--- config.mk ---
export PLATFORM = sky130hd
export DESIGN_NAME = seg_digit_scanner
export DESIGN_NICKNAME = d
export VERILOG_FILES = /design/src/rtl/seg_pkg.sv /design/src/rtl/seg_refresh_timer.sv /design/src/rtl/seg_digit_scanner.sv
export SDC_FILE = /design/constraint.sdc
export NUM_CORES = 1
export LEC_CHECK = 0
export CAP_MARGIN = 20
export CORE_ASPECT_RATIO = 0.8
export CORE_UTILIZATION = 51
export DETAILED_ROUTE_END_ITERATION = 7
export GPL_TIMING_DRIVEN = 0
export HOLD_SLACK_MARGIN = 0.02
export PLACE_DENSITY = 0.83
export SLEW_MARGIN = 20
export SYNTH_ARGS = -nofsm -noshare
export SYNTH_HDL_FRONTEND = slang
export SYNTH_SLANG_ARGS = --single-unit
--- constraint.sdc ---
create_clock -name clk -period 2.6 [get_ports clk]
set_input_delay 0.52 -clock clk [delete_from_list [all_inputs] [get_ports clk]]
set_output_delay 0.52 -clock clk [all_outputs]
set_load 0.05 [all_outputs]
--- src/rtl/seg_pkg.sv ---
// Shared types and constants for the multiplexed 4-digit display scanner.
// lead_zero() is only referenced when LEADING_ZERO_BLANK_EN is defined.
package seg_pkg;

   localparam int DIGITS   = 4;
   localparam int NIBBLE_W = 4;

   typedef enum logic [1:0] {
      ST_IDLE  = 2'd0,
      ST_BLANK = 2'd1,
      ST_SHOW  = 2'd2
   } state_t;

   typedef struct packed {
      logic [DIGITS*NIBBLE_W-1:0] data;
      logic [DIGITS-1:0]          mode;
      logic [DIGITS-1:0]          dp;
   } disp_t;

   // True when digit idx (>0) and every more significant nibble are zero.
   function automatic logic lead_zero(input logic [DIGITS*NIBBLE_W-1:0] data,
                                      input logic [1:0] idx);
      logic r;
      r = 1'b0;
      case (idx)
         2'd1:    r = (data[15:4] == 12'h000);
         2'd2:    r = (data[15:8] == 8'h00);
         2'd3:    r = (data[15:12] == 4'h0);
         default: r = 1'b0;
      endcase
      return r;
   endfunction

endpackage

--- src/rtl/seg_refresh_timer.sv ---
// Slot counter for the digit scanner: counts 0..SLOT_CYCLES-1 while run is
// high, clears when run is low, and flags the BLANK/SHOW/slot boundaries.
module seg_refresh_timer #(
   parameter int SLOT_CYCLES  = 50000,
   parameter int BLANK_CYCLES = 4
) (
   input  logic clk,
   input  logic rst,
   input  logic run,
   output logic blank_end,
   output logic slot_end,
   output logic slot_end_nx
);

   localparam int            CW    = $clog2(SLOT_CYCLES);
   localparam logic [CW-1:0] LAST  = CW'(SLOT_CYCLES - 1);
   localparam logic [CW-1:0] BLAST = CW'(BLANK_CYCLES - 1);

   logic [CW-1:0] cnt_r;
   logic [CW-1:0] cnt_s;

   // Next count: cleared when idle, wraps to zero at the end of a slot.
   always_comb begin
      cnt_s = cnt_r;
      if (!run) begin
         cnt_s = '0;
      end else if (cnt_r == LAST) begin
         cnt_s = '0;
      end else begin
         cnt_s = cnt_r + CW'(1);
      end
   end

   always_ff @(posedge clk) begin
      if (rst) begin
         cnt_r <= '0;
      end else begin
         cnt_r <= cnt_s;
      end
   end

   assign blank_end   = (cnt_r == BLAST);
   assign slot_end    = (cnt_r == LAST);
   assign slot_end_nx = (cnt_s == LAST);

endmodule

--- src/rtl/seg_digit_scanner.sv ---
// Four-digit multiplexed display scanner with shadowed, frame-synchronous
// content update. Optional macro LEADING_ZERO_BLANK_EN darkens leading zeros.
module seg_digit_scanner
   import seg_pkg::*;
#(
   parameter int SLOT_CYCLES  = 50000,
   parameter int BLANK_CYCLES = 4
) (
   input  logic        clk,
   input  logic        rst,
   input  logic        enable,
   input  logic        load,
   input  logic [15:0] load_data,
   input  logic [3:0]  load_mode,
   input  logic [3:0]  load_dp,
   output logic        MODE,
   output logic [3:0]  DATA,
   output logic        dp_on,
   output logic [3:0]  an,
   output logic        frame_done
);

   state_t      state_r, state_s;
   logic [1:0]  idx_r, idx_s;
   disp_t       act_r, act_s, shd_r, shd_s, ld_s;
   logic        pend_r, pend_s;
   logic        commit_s, run_s;
   logic        blank_end_s, slot_end_s, slot_end_nx_s;
   logic [3:0]  an_s, data_s;
   logic        mode_s, dp_s, fd_s;

   seg_refresh_timer #(
      .SLOT_CYCLES (SLOT_CYCLES),
      .BLANK_CYCLES(BLANK_CYCLES)
   ) u_timer (
      .clk        (clk),
      .rst        (rst),
      .run        (run_s),
      .blank_end  (blank_end_s),
      .slot_end   (slot_end_s),
      .slot_end_nx(slot_end_nx_s)
   );

   // Scan FSM; the counter restarts from zero whenever IDLE is entered or left.
   always_comb begin
      state_s  = state_r;
      idx_s    = idx_r;
      commit_s = 1'b0;
      case (state_r)
         ST_IDLE: begin
            idx_s   = 2'd0;
            state_s = enable ? ST_BLANK : ST_IDLE;
         end
         ST_BLANK: begin
            if (!enable) begin
               state_s = ST_IDLE;
               idx_s   = 2'd0;
            end else if (blank_end_s) begin
               state_s = ST_SHOW;
            end else begin
               state_s = ST_BLANK;
            end
         end
         ST_SHOW: begin
            if (!enable) begin
               state_s = ST_IDLE;
               idx_s   = 2'd0;
            end else if (slot_end_s) begin
               state_s  = ST_BLANK;
               idx_s    = idx_r + 2'd1;
               commit_s = (idx_r == 2'd3);
            end else begin
               state_s = ST_SHOW;
            end
         end
         default: begin
            state_s = ST_IDLE;
            idx_s   = 2'd0;
         end
      endcase
      run_s = (state_r != ST_IDLE) && (state_s != ST_IDLE);
   end

   // Active content only changes in IDLE or at the frame boundary.
   always_comb begin
      ld_s   = '{data: load_data, mode: load_mode, dp: load_dp};
      act_s  = act_r;
      shd_s  = shd_r;
      pend_s = pend_r;
      if (load && (state_r == ST_IDLE)) begin
         act_s  = ld_s;
         pend_s = 1'b0;
      end else if (commit_s && load) begin
         act_s  = ld_s;
         pend_s = 1'b0;
      end else if (commit_s && pend_r) begin
         act_s  = shd_r;
         pend_s = 1'b0;
      end else if (load) begin
         shd_s  = ld_s;
         pend_s = 1'b1;
      end else begin
         pend_s = pend_r;
      end
   end

   // Outputs are computed from next-cycle values so they register with no lag.
   always_comb begin
      an_s   = 4'b1111;
      data_s = act_s.data[idx_s*NIBBLE_W +: NIBBLE_W];
      mode_s = act_s.mode[idx_s];
      dp_s   = act_s.dp[idx_s];
      fd_s   = (state_s == ST_SHOW) && (idx_s == 2'd3) && slot_end_nx_s;
      if (state_s == ST_SHOW) begin
         an_s = ~(4'b0001 << idx_s);
`ifdef LEADING_ZERO_BLANK_EN
         if (lead_zero(act_s.data, idx_s)) begin
            an_s = 4'b1111;
         end else begin
            an_s = ~(4'b0001 << idx_s);
         end
`endif
      end else begin
         an_s = 4'b1111;
      end
   end

   always_ff @(posedge clk) begin
      if (rst) begin
         state_r    <= ST_IDLE;
         idx_r      <= 2'd0;
         act_r      <= '0;
         shd_r      <= '0;
         pend_r     <= 1'b0;
         an         <= 4'b1111;
         DATA       <= 4'h0;
         MODE       <= 1'b0;
         dp_on      <= 1'b0;
         frame_done <= 1'b0;
      end else begin
         state_r    <= state_s;
         idx_r      <= idx_s;
         act_r      <= act_s;
         shd_r      <= shd_s;
         pend_r     <= pend_s;
         an         <= an_s;
         DATA       <= data_s;
         MODE       <= mode_s;
         dp_on      <= dp_s;
         frame_done <= fd_s;
      end
   end

endmodule

### Yosys cells after proc, flatten, opt, wreduce, memory -nomap -nowiden

Index checks and enable logic that the tools add are counted.

| storage, ports and cells | value |
|---|---|
| output and inout port bits | 11 |
| word-level logic and storage cells | 67 |
| register bits after elaboration | 80 |

| cells by class | value |
|---|---|
| bitwise logic cells | 5 |
| add/subtract/negate cells | 2 |
| shifts and indexed selects | 2 |
| magnitude comparators | 1 |
| muxes and demuxes | 22 |
| reductions and logical operators | 12 |
| equality and inequality tests | 8 |

Operator list:

| kind | number |
|---|---|
| 24-bit two-way mux | 3 |
| 16-bit equality test, second input constant | 2 |
| 16-bit two-way mux | 2 |
| 16-bit by 1-bit adder with 16-bit output, second input constant | 1 |
| 16-bit by 2-bit equality test with 1-bit output, second input constant | 1 |
| 16-bit by 5-bit variable part select with 4-bit output | 1 |
| 2-bit two-way mux | 7 |
| 2-bit equality test, second input constant | 4 |
| 1-bit logical AND | 6 |
| 1-bit two-way mux | 6 |
| 2-bit case mux with 3 select lines | 1 |
| 1-bit binary-select mux with 2-bit select | 2 |
| 1-bit inverter | 4 |
| 4-bit inverter | 1 |
| 2-bit case mux with 2 select lines | 1 |
| 4-bit AND reduction | 1 |
| 2-bit nonzero test | 2 |
| 4-bit OR reduction | 1 |
| 1-bit by 2-bit left shift with 4-bit output, first input constant | 1 |
| 2-bit by 3-bit less-than comparator with 1-bit output, second input constant | 1 |
| 2-bit by 1-bit adder with 2-bit output, second input constant | 1 |
| 2-bit by 1-bit equality test with 1-bit output, second input constant | 1 |
| 2-bit zero test | 1 |
| 2-bit OR reduction | 1 |

### Longest topological paths before layout

Gate-level depths: netlist of the first run.

| logic depth | value |
|---|---|
| word-level depth | 10 |
| mapped depth | 10 |
| gate-level depth less buffers | 8 |

### By module

A second synthesis of the first run with hierarchy kept.

| second synthesis, totals | value |
|---|---|
| cells, all modules | 395 |
| area, all modules | 3,512.1 µm² |

Modules (own cells, without submodules):

| module | sequential area each (µm²) | instances | cells each | area an instance (µm²) |
|---|---|---|---|---|
| seg_digit_scanner | 1,281.2 | 1 | 297 | 2,665.1 |
| seg_refresh_timer | 320.3 | 1 | 98 | 847.1 |

### Least setup slack after synthesis of the first run

Ideal clock, no wire load.

| timing path | value |
|---|---|
| path type | reg2reg |
| start | register u_timer.cnt_r[7] |
| end | register DATA[0] |
| cell stages (with the launch flop) | 9 |
| clock period less this slack | 2.829 ns |
| arrival | 2.748 ns |
| setup time | 0.081 ns |
| setup slack | -0.229 ns |
| path buffers | 2 |
| cell sequence | dfxtp_1 > buf_6 > or4_4 > nor4_4 > nand2_2 > clkbuf_1 > mux2i_1 > a2111o_1 > a41oi_1 |

| between the ends | value |
|---|---|
| word-level cells in the longest chain between the ends | 9 |
| elaborated cells between the ends (all ways) | 13 |

Ends and longest elaborated chain:

| item | line | text |
|---|---|---|
| from (decl) | seg_refresh_timer.sv:19 | `logic [CW-1:0] cnt_r;` |
| from (signal assigned) | seg_refresh_timer.sv:38 | `cnt_r <= cnt_s;` |
| 16-bit equality test * | seg_refresh_timer.sv:43 | `assign slot_end = (cnt_r == LAST);` |
| 1-bit two-way mux | seg_digit_scanner.sv:68 | `end else if (slot_end_s) begin` |
| 1-bit two-way mux | seg_digit_scanner.sv:65 | `if (!enable) begin` |
| 1-bit two-way mux | seg_digit_scanner.sv:49 | `case (state_r)` |
| 1-bit logical AND | seg_digit_scanner.sv:96 | `end else if (commit_s && pend_r) begin` |
| 24-bit two-way mux | seg_digit_scanner.sv:96 |  |
| 24-bit two-way mux | seg_digit_scanner.sv:93 | `end else if (commit_s && load) begin` |
| 24-bit two-way mux | seg_digit_scanner.sv:90 | `if (load && (state_r == ST_IDLE)) begin` |
| 16-bit by 5-bit variable part select with 4-bit output * | seg_digit_scanner.sv:110 | `data_s = act_s.data[idx_s*NIBBLE_W +: NIBBLE_W];` |
| to (signal assigned) | seg_digit_scanner.sv:147 | `DATA <= data_s;` |
| to (decl) | seg_digit_scanner.sv:17 | `output logic [3:0] DATA,` |

Every way passes the cells marked *; elsewhere a longest branch is shown, timed or not.
A chain may end at the register's enable or synchronous reset.

### Worst setup path after layout of the first run

| timing path | value |
|---|---|
| start | register u_timer.cnt_r[4] |
| end | register DATA[3] |

The elaborated chain is that of the path after synthesis.

==> impl_metrics.ini, run 1 <==
[sta]
max_freq_mhz = 365.3
fin_crit_sh = 1.053
drv_slew = 0
hold_violations = 0
finalWorstSetupSlack_ns = -0.1372
final-setup-viol-count = 7
finalCriticalPeriod_ns = 2.737
rsz0062_at_grt = yes
fin_setup_tns_ns = -0.6498
relSlewSlack = 0.5126
tightestPinTransition_ns = 0.7311
skew_ns = 0.01392
holdWs_ns = 0.4476

[drt]
wl_per_cell_um = 19.29
drc = 1
routed_via_density = 6.469
vias = 3817
drt_iter0_drc = 437
ant_nets = 0
wl_um = 11380
firstDrtPassIters = 7

[die]
ios = 39
die_h_um = 79.08
start_util = 0.5390
row_count = 27
core_area_um2 = 7027
dieArea_um2 = 7777
die_x_um = 98.35

[pwr]
ir_drop_uv = 354.1
power_density_nw_per_um2 = 509.2
leakagePower_nw = 1.806

[placed_design]
place_inst = 560
io_buffers = 38
placed_cell_area_um2 = 4293
finalWeightedCongestion = 0.9358
post-dp-hpwl_um = 7058

[synthesis]
synth_nets = 469
synth_warnings = 0
ys_types = 48
avgSynthCellArea_um2 = 8.707
synthFlopType = dfxtp_1
synth.top_cell.area_share = 0.4229
syn_area_um2 = 3787
async_flop_share = 0
synth_cells = 435
synth_top_cell_by_area = dfxtp_1
synth_area_leaders = dfxtp_1 (42%), nand2_1 (6.8%), a2111o_1 (5.4%), nor2_1 (4.9%), mux2i_1 (4.8%)
yosys_register_bits = 80
ys_seq_area_frac = 0.4229
synth-edff-count = 0

[global_route]
grt_pass1_wl_um = 16740
grt.total_usage = 0.2771
grt_max_degree = 16
grt_pass1_vias = 3365
grt.overflow.total = 0
antenna_found_initial = 0

[final_layout]
synthToLayoutAreaGrowth_pct = 30.82
most-common-layout-cells = dfxtp_1 (77), nand2_1 (68), nor2_1 (44)
fin_util = 0.7051
layout_commonest_cell = dfxtp_1
finalNetCount = 532
layout-drive-gt1-share = 0.2008
design_area_um2 = 4955
final_cells = 590
num_antenna_cells = 0

[clock_tree]
clock_latency_ns = 0.37
numCtsBuffers = 9
clk_pin_slew_worst_paths_ns = 0.09
root_buffer = clkbuf_8
ctsHoldBuffers = 0
clockBufferDepth = 2
cts_sinks = 80
cts-htree-levels = 3
cts_tree = done

[min_path]
worstHoldPathType = flop to flop

[worst_setup_path]
end_kind = flop
worstPathArrival_ns = 3.03
crit_path_start_kind = flop
required_ns = 2.89
crit_fanout = 10
slowest_stage = or4_4
path_class = flop to flop
crit_chain = or3_4 > or4_4 > a21oi_2 > o22a_2 > buf_4 > o2111ai_2 > a41oi_2
crit_path_max_incr_delay_ns = 0.60

[status]
violations = design-rule violations, negative setup slack
status = complete, but fails checks

[flow_run]
cap_violations = 0
## final timing paths
path | from | endpoint | slack [ns] | cells after the start
min | u_timer.cnt_r[0]$_SDFF_PP0_ | u_timer.cnt_r[0]$_SDFF_PP0_ | 0.45 | 1
min reg2reg | u_timer.cnt_r[0]$_SDFF_PP0_ | u_timer.cnt_r[0]$_SDFF_PP0_ | 0.45 | 1
max reg2reg | u_timer.cnt_r[4]$_SDFF_PP0_ | DATA[3]$_SDFF_PP0_ | -0.14 | 7
max | u_timer.cnt_r[4]$_SDFF_PP0_ | DATA[3]$_SDFF_PP0_ | -0.14 | 7
## cells by family after synthesis
kind of cell | after synthesis | synth area share
flip-flops | 80 | 0.4229
adder cells (fa/ha/maj) | 6 | 0.01982
multiplexers | 18 | 0.04757
AO/OA/AOI/OAI | 98 | 0.1962
AND/OR/NAND/NOR | 179 | 0.2263
buffers and inverters | 39 | 0.05054
XOR/XNOR | 15 | 0.03667
## synthesized netlist by cell type, types with 2 or more instances
library cell   n
a41oi_1        6
buf_2          9
xor2_1        10
or4_4          2
a211oi_1      19
buf_6          4
o22ai_1        2
and2_1         3
nand3b_1       2
nand4_1        7
nand3_1       20
and4_1         3
mux2i_1       18
nor3_1         2
ha_1           6
nor2_1        49
nand2_1       69
and3_1         2
nor3b_1        8
clkbuf_1      19
o21ai_0        8
o2111ai_1      7
a2111o_1      18
a21oi_1       28
o22a_1         2
dfxtp_1       80
nor4_1         2
inv_1          6
a2111oi_0      2
xnor2_1        4
## power by group
part	switching (W)	leakage [nW]	total (W)	internal, W
Combinational	0.000194	1.06	0.000341	0.000147
Clock	0.000505	0.0910	0.000891	0.000386
Sequential	0.0000168	0.656	0.00129	0.00127
## through the flow
stage | setup WS [ns] | total power [W]
final | -0.1372 | 0.002523
after global routing | -0.2046 | 0.002585
after CTS | -0.1119 | 0.002484
after detailed placement | -0.6710 | 0.001596
after global placement | -0.5230 | 0.001586
after floorplan | 0.02018 | 0.001482
## metal layers
layer / wire [um] / global-route usage / vias up / share of wire
li1: - / - / 1709 / -
met1: 4665 / 0.3835 / 1800 / 0.41
met2: 5207 / 0.4394 / 274 / 0.46
met3: 1282 / 0.06338 / 34 / 0.11
met4: 229 / 0.06567 / 0 / 0.020
met5: 0 / 0 / - / 0
## cell type report
type | count | area (um^2)
multi-input combinational | 316 | 2248
fill | 486 | 2072
sequential | 80 | 1608
timing repair buffer | 54 | 518.0
buffer | 31 | 259.0
clock buffer | 10 | 137.6
tap | 87 | 108.9
clock inverter | 6 | 52.55
inverter | 6 | 22.52
## sequential cells by signal (all words and copies together) (netlist names)
| signal | count |
|---|---|
| DATA | 4 |
| u_timer.cnt_r | 16 |
| pend_r | 1 |
| shd_r | 24 |
| dp_on | 1 |
| idx_r | 2 |
| act_r | 24 |
| state_r | 2 |
| frame_done | 1 |
| MODE | 1 |
| an | 4 |
## critical path: cells and delay by family (launching register included)
family	cells	cell delay [ns]
buffers and inverters	1	0.25
AO/OA/AOI/OAI	4	0.99
AND/OR/NAND/NOR	2	1.06
flip-flops	1	0.37
## repair_timing
item,in CTS,in global routing
buffers inserted,10,5
pin swaps,7,9
resized for setup,48,37
endpoints found under the hold margin,0,0
setup endpoints to repair,57,64
cloned,0,1
(Power assumes the default switching activity.)
==> inputs of run 2 (changes only) <==
PLACE_DENSITY = unset   (was 0.83)
PLACE_DENSITY_LB_ADDON = 0.3   (was unset)
RECOVER_POWER = 25   (was unset)
==> impl_metrics.ini, run 2 (synthesis results as in run 1) <==
[worst_setup_path]
crit_path_start_kind = flop
reg2reg_depth = 8
crit_family = simple AND/OR/NAND/NOR gates
r2r_start = u_timer.cnt_r[10]$_SDFF_PP0_
worstPathArrival_ns = 3.07
path_common_cell = or4_4
crit_path_max_incr_delay_ns = 0.57
crit_buf_inv = 2
required_ns = 2.89
slowest_stage = or4_4
end_kind = flop
rr_endpoint = DATA[1]$_SDFF_PP0_
rrSetupSlack_ns = -0.18
crit_fanout = 9
path_class = flop to flop
crit_chain = or4_4 > or4_4 > buf_6 > xnor2_4 > buf_4 > a31o_4 > a2111o_1 > a41oi_2

[global_route]
antenna_found_initial = 0
grt.total_usage = 0.3053
grt_max_degree = 14
grt.overflow.total = 0
grt_pass1_vias = 3534
grt_pass1_wl_um = 18220

[sta]
max_freq_mhz = 359.3
rsz0062_at_grt = yes
hold_violations = 0
drv_slew = 0
relSlewSlack = 0.4658
finalWorstSetupSlack_ns = -0.1833
final-setup-viol-count = 7
fin_setup_tns_ns = -1.121
tightestPinTransition_ns = 0.8013
skew_ns = 0.007545
fin_crit_sh = 1.071
finalCriticalPeriod_ns = 2.783

[die]
ios = 39
die_h_um = 79.08
start_util = 0.5390
dieArea_um2 = 7777
die_x_um = 98.35
row_count = 27
core_area_um2 = 7027

[pwr]
power.total_w = 0.002698
power_density_nw_per_um2 = 530.8
ir_drop_uv = 300.1
leakagePower_nw = 1.865

[drt]
vias = 3845
met1Wirelength_um = 4866
drc = 1
wl_per_cell_um = 20.03
routed_via_density = 6.462
ant_nets = 0
firstDrtPassIters = 8
met3WireLength_um = 1240
top_layer = met4
drt_iter0_drc = 415
routed-wl-met2_um = 5351
wl_um = 11920

[placed_design]
io_buffers = 38
finalWeightedCongestion = 0.8508
placed_cell_area_um2 = 4293
post-dp-hpwl_um = 7062

[clock_tree]
root_buffer = clkbuf_8
clockBufferDepth = 2
cts_tree = done
clock_latency_ns = 0.36
ctsHoldBuffers = 0
clk_pin_slew_worst_paths_ns = 0.08
cts_sinks = 80
cts-htree-levels = 3
numCtsBuffers = 9

[final_layout]
num_antenna_cells = 0
synthToLayoutAreaGrowth_pct = 34.23
design_area_um2 = 5084
most-common-layout-cells = dfxtp_1 (77), nand2_1 (67), nor2_1 (47)
layout-drive-gt1-share = 0.2087
reg_top3 = act_r: 24 flops, shd_r: 24 flops, u_timer.cnt_r: 16 flops
layout_commonest_cell = dfxtp_1
fillers = 522
finalNetCount = 538

[min_path]
min_path_cells = 2
hold_end = shd_r[4]$_SDFFE_PP0P_
worstHoldPathType = flop to flop
hp-start = shd_r[4]$_SDFFE_PP0P_

[status]
violations = design-rule violations, negative setup slack
status = complete, but fails checks

[flow_run]
cap_violations = 0
==> run 2: cell count changes in the layout (fill, tap and decap cells not counted), sizes merged <==
cell           delta
inv               -1
bufinv            +2
clkdlybuf4s50    -12
clkinv            -2
buf               +7
clkinvlp          -1
dlygate4sd3      +12
==> run 2: power breakdown <==
group          internal [W]  leakage, nW  switching (W)
registers           0.00127        0.656      0.0000170
logic              0.000145         1.10       0.000196
clock network      0.000592        0.112       0.000475
total               0.00201         1.87       0.000688
==> run 2: timing repair <==
item | CTS | global route
gates cloned | 3 | 1
setup buffers | 14 | 6
gates resized for setup | 70 | 24
setup endpoints to repair | 53 | 60
pin swaps | 15 | 14
==> run 2: area by class of cell <==
class,instances,area [um^2],area share
buffer,29,269.0,0.05292
multi-input combinational,316,2272,0.4470
clock buffer,11,151.4,0.02978
sequential,80,1610,0.3168
tap,87,108.9,0.02141
timing repair buffer,62,573.1,0.1127
inverter,6,22.52,0.004430
clock inverter,4,76.32,0.01501
==> run 2: worst max path at each step <==
stage | startpoint | endpoint | cells after the start
2_1_floorplan | u_timer.cnt_r[7]$_SDFF_PP0_ | DATA[3]$_SDFF_PP0_ | 9
3_3_place_gp | u_timer.cnt_r[0]$_SDFF_PP0_ | frame_done$_SDFF_PP0_ | 8
3_5_place_dp | u_timer.cnt_r[0]$_SDFF_PP0_ | frame_done$_SDFF_PP0_ | 8
4_1_cts | u_timer.cnt_r[13]$_SDFF_PP0_ | DATA[1]$_SDFF_PP0_ | 7
5_1_grt | u_timer.cnt_r[0]$_SDFF_PP0_ | MODE$_SDFF_PP0_ | 10
6_report | u_timer.cnt_r[10]$_SDFF_PP0_ | DATA[1]$_SDFF_PP0_ | 8
==> run 2: metrics by stage <==
step,utilization,setup slack [ns],hold WS (ns),cells
2_1_floorplan,-,0.02018,0.4339,435
3_3_place_gp,0.6109,-0.5352,0.4409,560
3_5_place_dp,0.6109,-0.5503,0.4477,560
4_1_cts,0.7080,-0.1208,0.4586,590
5_1_grt,0.7235,-0.2493,0.4801,595
6_report,0.7235,-0.1833,0.4599,595
==> run 2: layer usage <==
layer / GRT usage / vias to the layer above
li1: - / 1720
met1: 0.4024 / 1812
met2: 0.4746 / 252
met3: 0.08011 / 61
met4: 0.1299 / 0
met5: 0 / -
==> run 2: tightest hold or removal path, stage by stage, from the launching register on <==
cell and delay (ns):
dfxtp_1 0.32, nand2_1 0.05, a21oi_1 0.05
==> inputs of run 3 (changes only) <==
CAP_MARGIN = 25   (was 20)
==> results of run 3 <==
Final layout, timing and power as in run 2 (identical DEF).
